### src/rtl/neuron_pkg.sv
// Shared definitions for the leaky integrate-and-fire neuron: FSM encoding and default tuning.
package neuron_pkg;

  typedef enum logic [1:0] {
    ST_INTEG   = 2'd0,
    ST_FIRE    = 2'd1,
    ST_REFRACT = 2'd2
  } state_t;

  localparam int DEF_DATA_W      = 8;
  localparam int DEF_ACC_W       = 12;
  localparam int DEF_THRESH      = 200;
  localparam int DEF_LEAK_SHIFT  = 3;
  localparam int DEF_REFRACT_CYC = 4;
  localparam int SPIKE_CNT_W     = 8;
  localparam int REFR_W          = 4;

endpackage

### src/rtl/neuron_sat_alu.sv
// Combinational membrane update: optional leak, then saturating add or floored subtract.
module neuron_sat_alu #(
  parameter int DATA_W     = 8,
  parameter int ACC_W      = 12,
  parameter int LEAK_SHIFT = 3
) (
  input  logic [ACC_W-1:0]  i_v_mem,
  input  logic              i_leak_en,
  input  logic              i_add_en,
  input  logic              i_inhib,
  input  logic [DATA_W-1:0] i_data,
  output logic [ACC_W-1:0]  o_v_next
);

  localparam int EXT = ACC_W + 1 - DATA_W;

  function automatic logic [ACC_W-1:0] sat_add(input logic [ACC_W-1:0] a,
                                               input logic [DATA_W-1:0] b);
    logic [ACC_W:0] s;
    s = {1'b0, a} + {{EXT{1'b0}}, b};
    return s[ACC_W] ? {ACC_W{1'b1}} : s[ACC_W-1:0];
  endfunction

  function automatic logic [ACC_W-1:0] floor_sub(input logic [ACC_W-1:0] a,
                                                 input logic [DATA_W-1:0] b);
    logic [ACC_W:0] d;
    d = {1'b0, a} - {{EXT{1'b0}}, b};
    return d[ACC_W] ? {ACC_W{1'b0}} : d[ACC_W-1:0];
  endfunction

  logic [ACC_W-1:0] w_v_lk;

  // Leak is applied before the synaptic input so both in one cycle compose predictably.
  assign w_v_lk = i_leak_en ? (i_v_mem - (i_v_mem >> LEAK_SHIFT)) : i_v_mem;

  always_comb begin
    o_v_next = w_v_lk;
    if (i_add_en) begin
      o_v_next = i_inhib ? floor_sub(w_v_lk, i_data) : sat_add(w_v_lk, i_data);
    end
  end

endmodule

### src/rtl/neuron_accum.sv
// Integrate-and-fire neuron: accumulates synaptic words, fires one-cycle spikes,
// then stays refractory (inputs dropped) for REFRACT_CYC cycles.
module neuron_accum
  import neuron_pkg::*;
#(
  parameter int DATA_W      = DEF_DATA_W,
  parameter int ACC_W       = DEF_ACC_W,
  parameter int THRESH      = DEF_THRESH,
  parameter int LEAK_SHIFT  = DEF_LEAK_SHIFT,
  parameter int REFRACT_CYC = DEF_REFRACT_CYC
) (
  input  logic                   clk,
  input  logic                   rst,
  input  logic                   in_valid,
  input  logic [DATA_W-1:0]      in_data,
  input  logic                   in_inhib,
  input  logic                   leak_en,
  output logic                   in_ready,
  output logic                   spike,
  output logic [ACC_W-1:0]       v_mem,
  output logic [SPIKE_CNT_W-1:0] spike_cnt
);

  localparam logic [ACC_W-1:0]  THR_L     = ACC_W'(THRESH);
  localparam logic [REFR_W-1:0] REFR_LOAD = REFR_W'(REFRACT_CYC - 1);

  state_t                  r_state;
  logic [ACC_W-1:0]        r_v_mem;
  logic [SPIKE_CNT_W-1:0]  r_spike_cnt;
  logic [REFR_W-1:0]       r_refr;
  logic                    w_accept;
  logic [ACC_W-1:0]        w_v_next;

  assign in_ready  = (r_state == ST_INTEG);
  assign spike     = (r_state == ST_FIRE);
  assign v_mem     = r_v_mem;
  assign spike_cnt = r_spike_cnt;
  assign w_accept  = in_valid && in_ready;

  neuron_sat_alu #(
    .DATA_W    (DATA_W),
    .ACC_W     (ACC_W),
    .LEAK_SHIFT(LEAK_SHIFT)
  ) u_alu (
    .i_v_mem  (r_v_mem),
    .i_leak_en(leak_en),
    .i_add_en (w_accept),
    .i_inhib  (in_inhib),
    .i_data   (in_data),
    .o_v_next (w_v_next)
  );

  always_ff @(posedge clk or posedge rst) begin
    if (rst) begin
      r_state     <= ST_INTEG;
      r_v_mem     <= '0;
      r_spike_cnt <= '0;
      r_refr      <= '0;
    end else begin
      case (r_state)
        ST_INTEG: begin
          r_v_mem <= w_v_next;
          if (w_v_next >= THR_L) r_state <= ST_FIRE;
        end
        ST_FIRE: begin
          r_v_mem     <= '0;
          r_spike_cnt <= r_spike_cnt + 8'd1;
          r_refr      <= REFR_LOAD;
          r_state     <= ST_REFRACT;
        end
        ST_REFRACT: begin
          // Counter runs REFRACT_CYC-1 down to 0, giving exactly REFRACT_CYC cycles here.
          if (r_refr == '0) r_state <= ST_INTEG;
          else              r_refr  <= r_refr - 1'b1;
        end
        default: r_state <= ST_INTEG;
      endcase
    end
  end

endmodule

### config.mk
export PLATFORM = sky130hd
export DESIGN_NAME = neuron_accum
export DESIGN_NICKNAME = d
export VERILOG_FILES = /design/src/rtl/neuron_pkg.sv /design/src/rtl/neuron_sat_alu.sv /design/src/rtl/neuron_accum.sv
export SDC_FILE = /design/constraint.sdc
export NUM_CORES = 1
export LEC_CHECK = 0
export CORE_ASPECT_RATIO = 2
export CORE_MARGIN = 2
export CORE_UTILIZATION = 25
export DETAILED_ROUTE_END_ITERATION = 8
export HOLD_SLACK_MARGIN = 0.12
export PLACE_DENSITY_LB_ADDON = 0.12
export SLEW_MARGIN = 5
export SYNTH_ARGS = -nofsm -noshare
export SYNTH_HDL_FRONTEND = slang
export SYNTH_SLANG_ARGS = --single-unit
### constraint.sdc
create_clock -name clk -period 13.28 [get_ports clk]
set_clock_uncertainty 0.15 [all_clocks]
set_input_delay 1.992 -clock clk [delete_from_list [all_inputs] [get_ports clk]]
set_output_delay 1.992 -clock clk [all_outputs]
set_load 0.02 [all_outputs]
==> out/qor.yml <==
cts_tree: "done"
hpwlAfterDp_um: 7690
async_flop_share_pct: 100
antenna_found_initial: 0
gp_congestion: 0.853
post_synth.cell_area_avg_um2: 7.95
synth_ff_type: "dfrtp_1"
drt_iter0_drc: 110
hold_slack_ns: 0.328
setup_tns_ns: 0
cts_inserted_buffers: 3
htreeDepth: 1
rr_worst_depth: 19
slew_headroom_pct: 30.9
drcViolationCount: 0
critical_path_peak_fanout: 19
initial_utilization_pct: 25.5
firstDrtPassIters: 4
start_kind: "primary input"
synth_nets: 406
max_freq_ghz: 0.160
die_w_um: 79.9
rows: 55
post-route-period-util_pct: 47.2
synth.area.top_cells: "dfrtp_1 (23%), ha_1 (12%), inv_1 (5.1%)"
postCtsSetupBuffers: 0
antenna_cells: 0
reg2reg_to: "r_state[0]$_DFFE_PP0P_"
rrSetupSlack_ns: 8.33
grt_pass1_wl_um: 14800
rsz0062_at_grt: "no"
hold_depth: 1
grt_use_total_pct: 15.3
drt.antenna.violating_nets: 0
vias: 2764
yosys_warnings: 0
netlist_area_um2: 2880
synth_seq_cells: 26
post-route-min-period_ns: 6.27
wirelength_um: 9380
slew_viol_final: 0
layout_setup_ws_ns: 7.01
yosys-top-cells-count: "inv_1 (39), nand2_1 (30), ha_1 (28), dfrtp_1 (26), a21oi_1 (25)"
syn_to_final_growth_pct: 19.3
cp_data_required_time_ns: 13.26
die_h_um: 156
worst_pin_slew_ns: 1.04
holdPathEnd: "spike_cnt[7]$_DFFE_PP0P_"
via_per_inst: 5.22
syn_inst: 362
final_util_pct: 30.4
yosysMostFrequentCell: "inv_1"
layout-drive-gt1-share_pct: 5.17
cts_sinks: 26
hold_viol: 0
clkLatencyLatePin_ns: 0.27
gr-total-overflow: 0
holdCritStartpoint: "spike_cnt[7]$_DFFE_PP0P_"
yosysTopAreaCellShare_pct: 22.6
yosys.area.top_type: "dfrtp_1"
io_pins: 35
synth_edf_count: 0
grt_pass1_vias: 2855
setup_viol: 0
grt_max_degree: 27
cap_violations: 0
arrival_ns: 6.25
hold_path_class: "flip-flop to flip-flop"
coreArea_um2: 11300
cts_hold_buf: 0
cts_resized: 0
cts_buffer_depth: 2
pre_cts_ws_ns: 6.72
reg2reg_from: "v_mem[7]$_DFFE_PP0P_"
routedWlPerCell_um: 17.7
cts.root.buffer_cell: "clkbuf_16"
worstSetupPathType: "primary input to flip-flop"
status: "finished, final reports clean"
yosysUniqueCellTypes: 61
cp-end-kind: "flip-flop"
dieArea_um2: 12400
nets: 433
port_buffers: 34
ys_seq_area_share_pct: 22.6
cts.clk_slew.worst_paths_ns: 0.07
[routing by layer]
metal	share of wire (%)	wire [µm]	global-route usage, %	vias up
met1	35	3250	15.0	1336
met3	1.9	174	1.33	23
li1	-	-	-	1359
met2	59	5540	31.0	46
met5	0	0	0	-
met4	4.4	416	6.70	0
[sequential cells by signal, summed over array words and instances (netlist names)]
name and flops:
r_state 2, v_mem 12, r_refr 4, spike_cnt 8
[how the worst max path moves through the flow]
stage | start | to | slack [ns]
finish | leak_en | r_state[0]$_DFFE_PP0P_ | 7.01
floorplan | leak_en | r_state[0]$_DFFE_PP0P_ | 7.88
global placement | leak_en | r_state[0]$_DFFE_PP0P_ | 6.71
detailed placement | leak_en | r_state[0]$_DFFE_PP0P_ | 6.72
global route | leak_en | r_state[0]$_DFFE_PP0P_ | 6.58
CTS | leak_en | r_state[0]$_DFFE_PP0P_ | 7.00
[worst max-delay path, stage by stage]
cell and delay [ns]:
clkdlybuf4s50_1 0.88, a21oi_1 0.27, inv_1 0.11, ha_1 0.19, inv_1 0.06, fa_1 0.43
a21oi_1 0.21, o211ai_1 0.14, or3_1 0.35, a31oi_1 0.29, nand4_1 0.26, nor2_1 0.32
o32ai_1 0.24, nor4_1 0.37, o32ai_1 0.14
[cell type report]
| cell class | count | area (µm²) |
|---|---|---|
| clock buffer | 3 | 75.1 |
| timing repair buffer | 36 | 355 |
| sequential | 26 | 651 |
| inverter | 40 | 150 |
| multi-input combinational | 282 | 2020 |
| tap | 142 | 178 |
| fill | 1273 | 7850 |
[cell usage in the layout, fill, tap and decap left out, drive strengths merged, types with 4 or more instances in the layout]
cell type      netlist  final
a211oi               4      4
a31oi                4      4
clkdlybuf4s50        0     34
o31ai                7      7
dfrtp               26     26
or2                  4      4
ha                  28     28
and3                 4      4
o21ai               17     17
or3                  5      5
nand4                6      6
nor2                22     22
nand2b               8      8
o221ai               4      4
a21oi               25     25
a22o                 6      6
xnor2               14     14
o211ai               6      6
nor3                 6      6
xor2                 5      5
a221oi               4      4
nand3               13     13
nand2               30     30
and2                 6      6
a21o                 7      7
inv                 39     39
nor4                 4      4
[logic make-up after synthesis]
logic type	count (synthesis)	share of synthesized area, %
AOI/OAI and AO/OA	106	26.5
xor gates and xnor gates	19	5.78
adders and majority gates	31	14.3
buffers and inverters	54	7.08
DFF	26	22.6
muxes	6	2.22
and+or+nand+nor	120	21.6
[per-stage QoR]
step / area [µm²] / instances
2_1_floorplan: 2880 / 362
3_3_place_gp: 3360 / 526
3_5_place_dp: 3360 / 526
4_1_cts: 3430 / 529
5_1_grt: 3430 / 529
6_report: 3430 / 529
Power is left out: the tool's default activity adds up to more than one toggle a clock period on the data nets, which glitch-free logic cannot reach.
